[src/rtl/afisare_pkg.sv]
// Shared definitions for the two-digit lap-count display driver:
// scan state encoding and active-high 7-segment glyphs {g,f,e,d,c,b,a}.
package afisare_pkg;

  typedef enum logic [1:0] {
    S_UNI  = 2'd0,
    S_GAP1 = 2'd1,
    S_ZECI = 2'd2,
    S_GAP2 = 2'd3
  } state_t;

  localparam logic [6:0] SEG_OFF  = 7'b0000000;
  localparam logic [6:0] SEG_DASH = 7'b1000000;

  // Entry d holds the glyph for digit d
  localparam logic [9:0][6:0] GLYPH = {
    7'h6F, 7'h7F, 7'h07, 7'h7D, 7'h6D,
    7'h66, 7'h4F, 7'h5B, 7'h06, 7'h3F
  };

endpackage

[src/rtl/afisare_ture_dec_7seg.sv]
// BCD to 7-segment decoder, active-high segments.
// Non-decimal codes show a dash so a bad input is never mistaken for blank.
module dec_7seg
  import afisare_pkg::*;
(
  input  logic [3:0] i_bcd,
  output logic [6:0] o_seg
);

  always_comb begin
    o_seg = SEG_DASH;
    if (i_bcd <= 4'd9) o_seg = GLYPH[i_bcd];
  end

endmodule

[src/rtl/afisare_ture.sv]
// Two-digit multiplexed common-anode display driver for the lap count.
// Synchronised digit bus, once-per-frame snapshot, dead time between digits.
module afisare_ture
  import afisare_pkg::*;
#(
  parameter int SCAN_DIV       = 50000,
  parameter int DEAD_CYC       = 500,
  parameter int SEG_ACTIVE_LOW = 1,
  parameter int AN_ACTIVE_LOW  = 1,
  parameter int BLANK_LEADING  = 1
) (
  input  logic       tact,
  input  logic       reset,
  input  logic       en,
  input  logic [3:0] cifra_unitati,
  input  logic [3:0] cifra_zeci,
  output logic [6:0] seg,
  output logic [1:0] anod,
  output logic       frame_done
);

  localparam int MAXC = (SCAN_DIV > DEAD_CYC) ? SCAN_DIV : DEAD_CYC;
  localparam int DW   = (MAXC > 1) ? $clog2(MAXC) : 1;

  localparam logic [DW-1:0] SCAN_LAST = DW'(SCAN_DIV - 1);
  localparam logic [DW-1:0] DEAD_LAST = DW'(DEAD_CYC - 1);

  localparam logic [6:0] SEG_IDLE =
    (SEG_ACTIVE_LOW != 0) ? 7'h7F : SEG_OFF;
  localparam logic [1:0] AN_IDLE =
    (AN_ACTIVE_LOW != 0) ? 2'b11 : 2'b00;

  logic [7:0]    r_sync1;
  logic [7:0]    r_sync2;
  logic [7:0]    r_stable;
  logic [7:0]    r_snap;
  state_t        r_state;
  logic [DW-1:0] r_div;
  logic [6:0]    r_seg;
  logic [1:0]    r_anod;
  logic          r_fd;

  logic [6:0] w_seg_u;
  logic [6:0] w_seg_z;
  logic       w_scan;
  logic       w_last;
  logic       w_blank;

  // Accept only values seen identically on two consecutive edges
  always_ff @(posedge tact or negedge reset) begin
    if (!reset) begin
      r_sync1  <= '0;
      r_sync2  <= '0;
      r_stable <= '0;
    end else begin
      r_sync1 <= {cifra_zeci, cifra_unitati};
      r_sync2 <= r_sync1;
      if (r_sync1 == r_sync2) r_stable <= r_sync2;
    end
  end

  dec_7seg u_dec_u (
    .i_bcd (r_snap[3:0]),
    .o_seg (w_seg_u)
  );

  dec_7seg u_dec_z (
    .i_bcd (r_snap[7:4]),
    .o_seg (w_seg_z)
  );

  assign w_scan  = (r_state == S_UNI) || (r_state == S_ZECI);
  assign w_last  = r_div == (w_scan ? SCAN_LAST : DEAD_LAST);
  assign w_blank = (BLANK_LEADING != 0) && (r_snap[7:4] == 4'd0);

  always_ff @(posedge tact or negedge reset) begin
    if (!reset) begin
      r_state <= S_GAP2;
      r_div   <= '0;
      r_snap  <= '0;
      r_seg   <= SEG_IDLE;
      r_anod  <= AN_IDLE;
      r_fd    <= 1'b0;
    end else if (!en) begin
      r_state <= S_GAP2;
      r_div   <= '0;
      r_seg   <= SEG_IDLE;
      r_anod  <= AN_IDLE;
      r_fd    <= 1'b0;
    end else begin
      r_seg  <= SEG_IDLE;
      r_anod <= AN_IDLE;
      r_fd   <= 1'b0;
      r_div  <= w_last ? '0 : r_div + 1'b1;
      unique case (r_state)
        S_UNI: begin
          r_seg  <= w_seg_u ^ SEG_IDLE;
          r_anod <= AN_IDLE ^ 2'b01;
          if (w_last) r_state <= S_GAP1;
        end
        S_GAP1: begin
          if (w_last) r_state <= S_ZECI;
        end
        S_ZECI: begin
          if (!w_blank) begin
            r_seg  <= w_seg_z ^ SEG_IDLE;
            r_anod <= AN_IDLE ^ 2'b10;
          end
          if (w_last) r_state <= S_GAP2;
        end
        S_GAP2: begin
          // New digits only enter here, so a frame never tears
          if (w_last) begin
            r_state <= S_UNI;
            r_snap  <= r_stable;
            r_fd    <= 1'b1;
          end
        end
        default: r_state <= S_GAP2;
      endcase
    end
  end

  assign seg        = r_seg;
  assign anod       = r_anod;
  assign frame_done = r_fd;

endmodule

[config.mk]
export PLATFORM = sky130hd
export DESIGN_NAME = afisare_ture
export DESIGN_NICKNAME = d
export VERILOG_FILES = /design/src/rtl/afisare_pkg.sv /design/src/rtl/afisare_ture_dec_7seg.sv /design/src/rtl/afisare_ture.sv
export SDC_FILE = /design/constraint.sdc
export NUM_CORES = 1
export LEC_CHECK = 0
export ABC_AREA = 0
export CAP_MARGIN = 20
export CORE_ASPECT_RATIO = 0.6
export CORE_MARGIN = 2
export CORE_UTILIZATION = 45
export CTS_CLUSTER_DIAMETER = 80
export CTS_CLUSTER_SIZE = 25
export DETAILED_ROUTE_END_ITERATION = 8
export PLACE_DENSITY = 0.62
export SLEW_MARGIN = 5
export SYNTH_ARGS = -nofsm -noshare
export SYNTH_HDL_FRONTEND = slang
export SYNTH_SLANG_ARGS = --single-unit
[constraint.sdc]
create_clock -name tact -period 2.23 [get_ports tact]
set_input_delay 0.446 -clock tact [delete_from_list [all_inputs] [get_ports tact]]
set_output_delay 0.446 -clock tact [all_outputs]
set_load 0.01 [all_outputs]
[Yosys cells after proc, flatten, opt, wreduce, memory -nomap -nowiden]
Memories as Yosys holds them, arrays and structs flattened.
Cells that the tools add are included.
W data, S select, Z words.
Word-level totals
  flip-flop bits (word level): 60
  bits in latches: 0
  bits in writable memories: 0
  ROM bits: 224
  bits of input ports: 11
  word-level logic and storage cells: 54
  memories: 2
Operators by class
  $add $sub $neg: 1
  multiply operators: 0
  div/mod/pow operators: 0
  $lt $le $gt $ge: 4
  equality and inequality tests: 9
  shifts and indexed selects: 0
  mux-type cells: 22
  bitwise operators: 2
  reduce and logical (&&, ||, !) cells: 5
Memory list
  (no name shown): depth 16, bits a word 7, rd ports 1, clocked after memory_dff 0, wr ports 0, RTL line afisare_ture_dec_7seg.sv:12  | if (i_bcd <= 4'd9) o_seg = GLYPH[i_bcd];
  (no name shown): depth 16, bits a word 7, rd ports 1, clocked after memory_dff 0, wr ports 0, RTL line afisare_ture_dec_7seg.sv:12
Operators with widths (count)
  $mux W16: 3
  $mux W7: 6
  $add A16 B1 Y16 const B: 1
  $eq A16 B16 Y1: 1
  $mux W2: 7
  $not A7 Y7: 2
  $pmux W7 S2: 1
  $ne A3 B3 Y1 const B: 4
  $lt A4 B5 Y1 const B: 2
  $eq A8 B8 Y1: 1
  $le A4 B4 Y1 const B: 2
  $pmux W2 S4: 1
  $eq A2 B2 Y1 const B: 2
  $logic_not A4 Y1: 1
  $pmux W2 S2: 1
  $reduce_and A4 Y1: 1
  $mux W1: 3
  $reduce_and A3 Y1: 1
  $eq A2 B1 Y1 const B: 1
  $logic_not A2 Y1: 1
  $logic_or A1 B1 Y1: 1

[Depth between registers and ports, before layout]
  word-level depth: 7
  mapped depth: 6
  mapped depth without buffers: 6

[Modules after synthesis]
Synthesis repeated with hierarchy kept, for this count alone.
Second synthesis, totals
  cell total of the unflattened synthesis: 265
  area, all modules: 2956.6 um^2
Modules (own cells, without submodules)
  afisare_ture: instances 1, cells each 213, area each 2591.2 um^2, sequential area each 1515.2 um^2
  dec_7seg: instances 2, cells each 26, area each 182.7 um^2, sequential area each 0.0 um^2

[Worst setup path before layout]
OpenSTA, ideal clock, no wires.
  path type: register -> register
  start point: register r_div[0]
  end point: register r_snap[0]
  data arrival time: 1.864 ns
  path slack: 0.241 ns
  stages on the path, launching flop included: 6
  path buffers: 0
  cells stage by stage: dfrtp_1 > ha_1 > nor3b_2 > nand4_2 > nor4_4 > mux2_2
Between the ends
  cells in the longest elaborated chain, start to end: 2
Ends and longest elaborated chain
  start, declared: RTL line afisare_ture.sv:38  | logic [DW-1:0] r_div;
  start signal, assigned: RTL line afisare_ture.sv:94  | r_div <= w_last ? '0 : r_div + 1'b1;
  $eq A16 B16 Y1: RTL line afisare_ture.sv:73  | assign w_last = r_div == (w_scan ? SCAN_LAST : DEAD_LAST);
  $reduce_and A3 Y1 (no source line)
  end signal, assigned: RTL line afisare_ture.sv:115  | r_snap <= r_stable;
  end, declared: RTL line afisare_ture.sv:36  | logic [7:0] r_snap;
No other way between the ends.
A chain may end at the register's enable or synchronous reset.

[Worst setup path after layout]
  start point: register r_state[0]
  end point: register r_state[1]
Between the ends
  cells in the longest elaborated chain, start to end: 6
Ends and longest elaborated chain
  start, declared: RTL line afisare_ture.sv:37  | state_t r_state;
  start signal, assigned: RTL line afisare_ture.sv:78  | r_state <= S_GAP2;
  start signal, assigned: RTL line afisare_ture.sv:85  | r_state <= S_GAP2;
  start signal, assigned: RTL line afisare_ture.sv:99  | if (w_last) r_state <= S_GAP1;
  $eq A2 B2 Y1 or $logic_not A2 Y1 (tied branches): RTL line afisare_ture.sv:72, afisare_ture.sv:95
  $logic_or A1 B1 Y1: RTL line afisare_ture.sv:72  | assign w_scan = (r_state == S_UNI) || (r_state == S_ZECI);
  $mux W16: RTL line afisare_ture.sv:73
  $eq A16 B16 Y1: RTL line afisare_ture.sv:73
  $ne A3 B3 Y1 (no source line)
  $reduce_and A4 Y1 (no source line)
Several ways; a longest one is shown, not always the timed one.

==> flow_summary.json <==
{
  "seq_area_frac_synth_pct": 52.09,
  "crit_arrival_ps": 2330,
  "switching_share_pct": 26.92,
  "wirelength_mm": 5.068,
  "p_switching_uw": 716.2,
  "synth_top_area_share_pct": 42.15,
  "first_global_vias": 1844,
  "synth_cell_type_count": 44,
  "gr-total-overflow": 0,
  "maxCapViolations": 0,
  "ant_nets": 0,
  "dpl_cell_area_um2": 3253,
  "cts_buffers": 9,
  "crit_chain": "inv_1 -> ha_2 -> or4_1 -> and3_1 -> a21oi_1 -> and3_1",
  "power_leakage_uw": 0.001471,
  "cpPeakStageDelay_ps": 590,
  "grtUsageTotal_pct": 16.39,
  "firstDrtPassIters": 4,
  "rsz0062_at_grt": "false",
  "num_antenna_cells": 0,
  "cts_htree_levels": 3,
  "synthToLayoutAreaGrowth_pct": 18.75,
  "critPathTopFamily": "simple AND/OR/NAND/NOR gates",
  "wl_per_cell_um": 13.62,
  "yosys_most_used_dff": "dfrtp_1",
  "synth_cells": 250,
  "syn_area_um2": 2909,
  "grt_max_degree": 61,
  "num_vias": 1929,
  "drive_above_1_share_pct": 22.92,
  "tns_ps": 0,
  "start_util_pct": 46.97,
  "yosys.cell_count.top_type": "dfrtp_1",
  "drv_slew": 0,
  "cts.sinks": 60,
  "start_kind": "flip-flop",
  "floorplan.die_area_um2": 7145,
  "ys_ff_latch": 60,
  "pwr-share-seq_pct": 47.8,
  "slowest_stage": "dfstp_2",
  "clock_power_share_pct": 36.2,
  "core_um2": 6193,
  "required_ps": 2500,
  "ys_warn_count": 0,
  "synth_edf_count": 0,
  "final_cell_area_um2": 3455,
  "place.port_buffers": 20,
  "hold_viol_final": 0,
  "finClkSkew_ps": 8.341,
  "post-route-drc-count": 0,
  "synth_nets": 278,
  "synth_common_cells": "49 x dfrtp_1, 19 x nor2_1, 17 x ha_1, 16 x mux2_2, 14 x xor2_1",
  "nFillCells": 561,
  "crit_type": "reg2reg",
  "p_per_area_nw_per_um2": 770.2,
  "grt_pass1_wl_mm": 8.845,
  "antenna_found_initial": 0,
  "finalCritPeriodShare_pct": 92.32,
  "cp_common_cell": "and3_1",
  "critical_path_buf_inv_count": 1,
  "drt_iter0_drc": 88,
  "ir_drop_v": 0.0004662,
  "clk_latency_ps": 330,
  "final-setup-viol-count": 0,
  "cts_tree": "yes",
  "die_y_um": 66.28,
  "p_total_uw": 2661,
  "intPower_uw": 1945,
  "ys_top_cells_by_area": "dfrtp_1 42%, dfstp_2 9.9%, ha_1 7.3%",
  "rows": 22,
  "clk_path_buf_depth": 2,
  "root_buffer": "clkbuf_8",
  "path_clk_slew_ps": 70,
  "async_flop_share_pct": 100.0,
  "comb_power_share_pct": 16.0,
  "via_per_inst": 5.185,
  "synth_largest_area_cell": "dfrtp_1",
  "crit_path_max_fanout": 8,
  "die_w_um": 107.8,
  "layout.nets": 311,
  "ctsResizeCount": 0,
  "synth_area_per_cell_um2": 11.64,
  "min_period_ps": 2059,
  "worst_pin_slew_ps": 473.4,
  "max_slew_margin_pct": 67.81,
  "fmax_ghz": 0.4858,
  "hold_buffers": 0,
  "io_pins": 21,
  "post_cts_buffers": 0,
  "end_kind": "flip-flop",
  "status": "finished clean",
  "place_congestion": 0.8682,
  "min_path_type": "in2async",
  "dp_hpwl_mm": 3.611
}
-- layout make-up --
type	count	area, µm²	area share (%)
Clock buffer	9	123.9	3.586
Timing Repair Buffer	29	275.3	7.968
Inverter	10	37.54	1.087
Tap cell	84	105.1	3.042
Clock inverter	7	75.07	2.173
Multi-Input combinational cell	173	1323	38.28
Sequential cell	60	1515	43.86
-- worst paths after layout --
| check | slack (ps) | startpoint | endpoint | cells past startpoint |
|---|---|---|---|---|
| worst min register to register | 390 | r_sync1[5] | r_sync2[5] | 0 |
| worst min-delay path | 100 | reset | r_stable[5] | 2 |
| worst max-delay path | 170 | r_state[0] | r_state[1] | 6 |
| worst max register to register | 170 | r_state[0] | r_state[1] | 6 |
| min in group tact | 390 | r_sync1[5] | r_sync2[5] | 0 |
| max in group asynchronous | 1810 | reset | seg[4] | 2 |
-- placed cells by master, fill, tap and decap left out, types with 7 or more instances in the layout --
| cell type | instances |
|---|---|
| nand2_1 | 10 |
| nor2_1 | 19 |
| dfstp_2 | 11 |
| dfrtp_1 | 49 |
| o21ai_0 | 9 |
| inv_1 | 10 |
| a21oi_1 | 7 |
| clkdlybuf4s50_1 | 19 |
| mux2_2 | 16 |
| xor2_1 | 14 |
| clkbuf_8 | 9 |
| nand3_1 | 13 |
| nand2b_1 | 9 |
| buf_4 | 8 |
| ha_1 | 16 |
-- routing by layer --
| metal | wire length, µm | GRT usage, % | up-vias | part of all wire, % |
|---|---|---|---|---|
| li1 | - | - | 948 | - |
| met1 | 2764 | 24.48 | 914 | 55 |
| met2 | 1899 | 21.70 | 61 | 37 |
| met3 | 359 | 5.714 | 6 | 7.1 |
| met4 | 45 | 5.609 | 0 | 0.89 |
| met5 | 0 | 0 | - | 0 |
-- power groups by stage --
| stage | Combinational (µW) | Clock (µW) | Sequential (µW) |
|---|---|---|---|
| global route | 473 | 1040 | 1290 |
| detailed placement | 423 | 0 | 1290 |
| global placement | 419 | 0 | 1290 |
| floorplan | 228 | 0 | 1300 |
| CTS | 426 | 997 | 1270 |
| finish | 425 | 963 | 1270 |
-- sequential cells by signal (all words and copies together), names as in the netlist --
signal,count
frame_done,1
r_div,16
r_state,2
r_snap,8
r_sync2,8
r_stable,8
anod,2
r_sync1,8
seg,7
-- logic make-up (layout without fill, tap and decap cells) --
family / after synthesis / count (layout) / share of synthesized area, %
AOI/OAI and AO/OA: 29 / 29 / 6.452
and+or+nand+nor: 88 / 88 / 18.06
muxes: 20 / 20 / 7.828
DFF: 60 / 60 / 52.09
adders and majority gates: 17 / 17 / 7.312
xor gates and xnor gates: 19 / 19 / 5.720
buffers and inverters: 17 / 55 / 2.537
-- stage by stage --
step                      util, %  setup slack, ps  std cells  hold WS [ps]
after floorplan                 -            241.0        250         150.4
after global placement      52.53            193.8        356         377.8
after detailed placement    52.53            154.1        356         378.8
after CTS                   55.74            108.0        372         106.2
after global routing        55.78            79.58        372         113.5
final                       55.78            171.3        372         104.3
No activity file was read; power rests on OpenSTA's default activity.
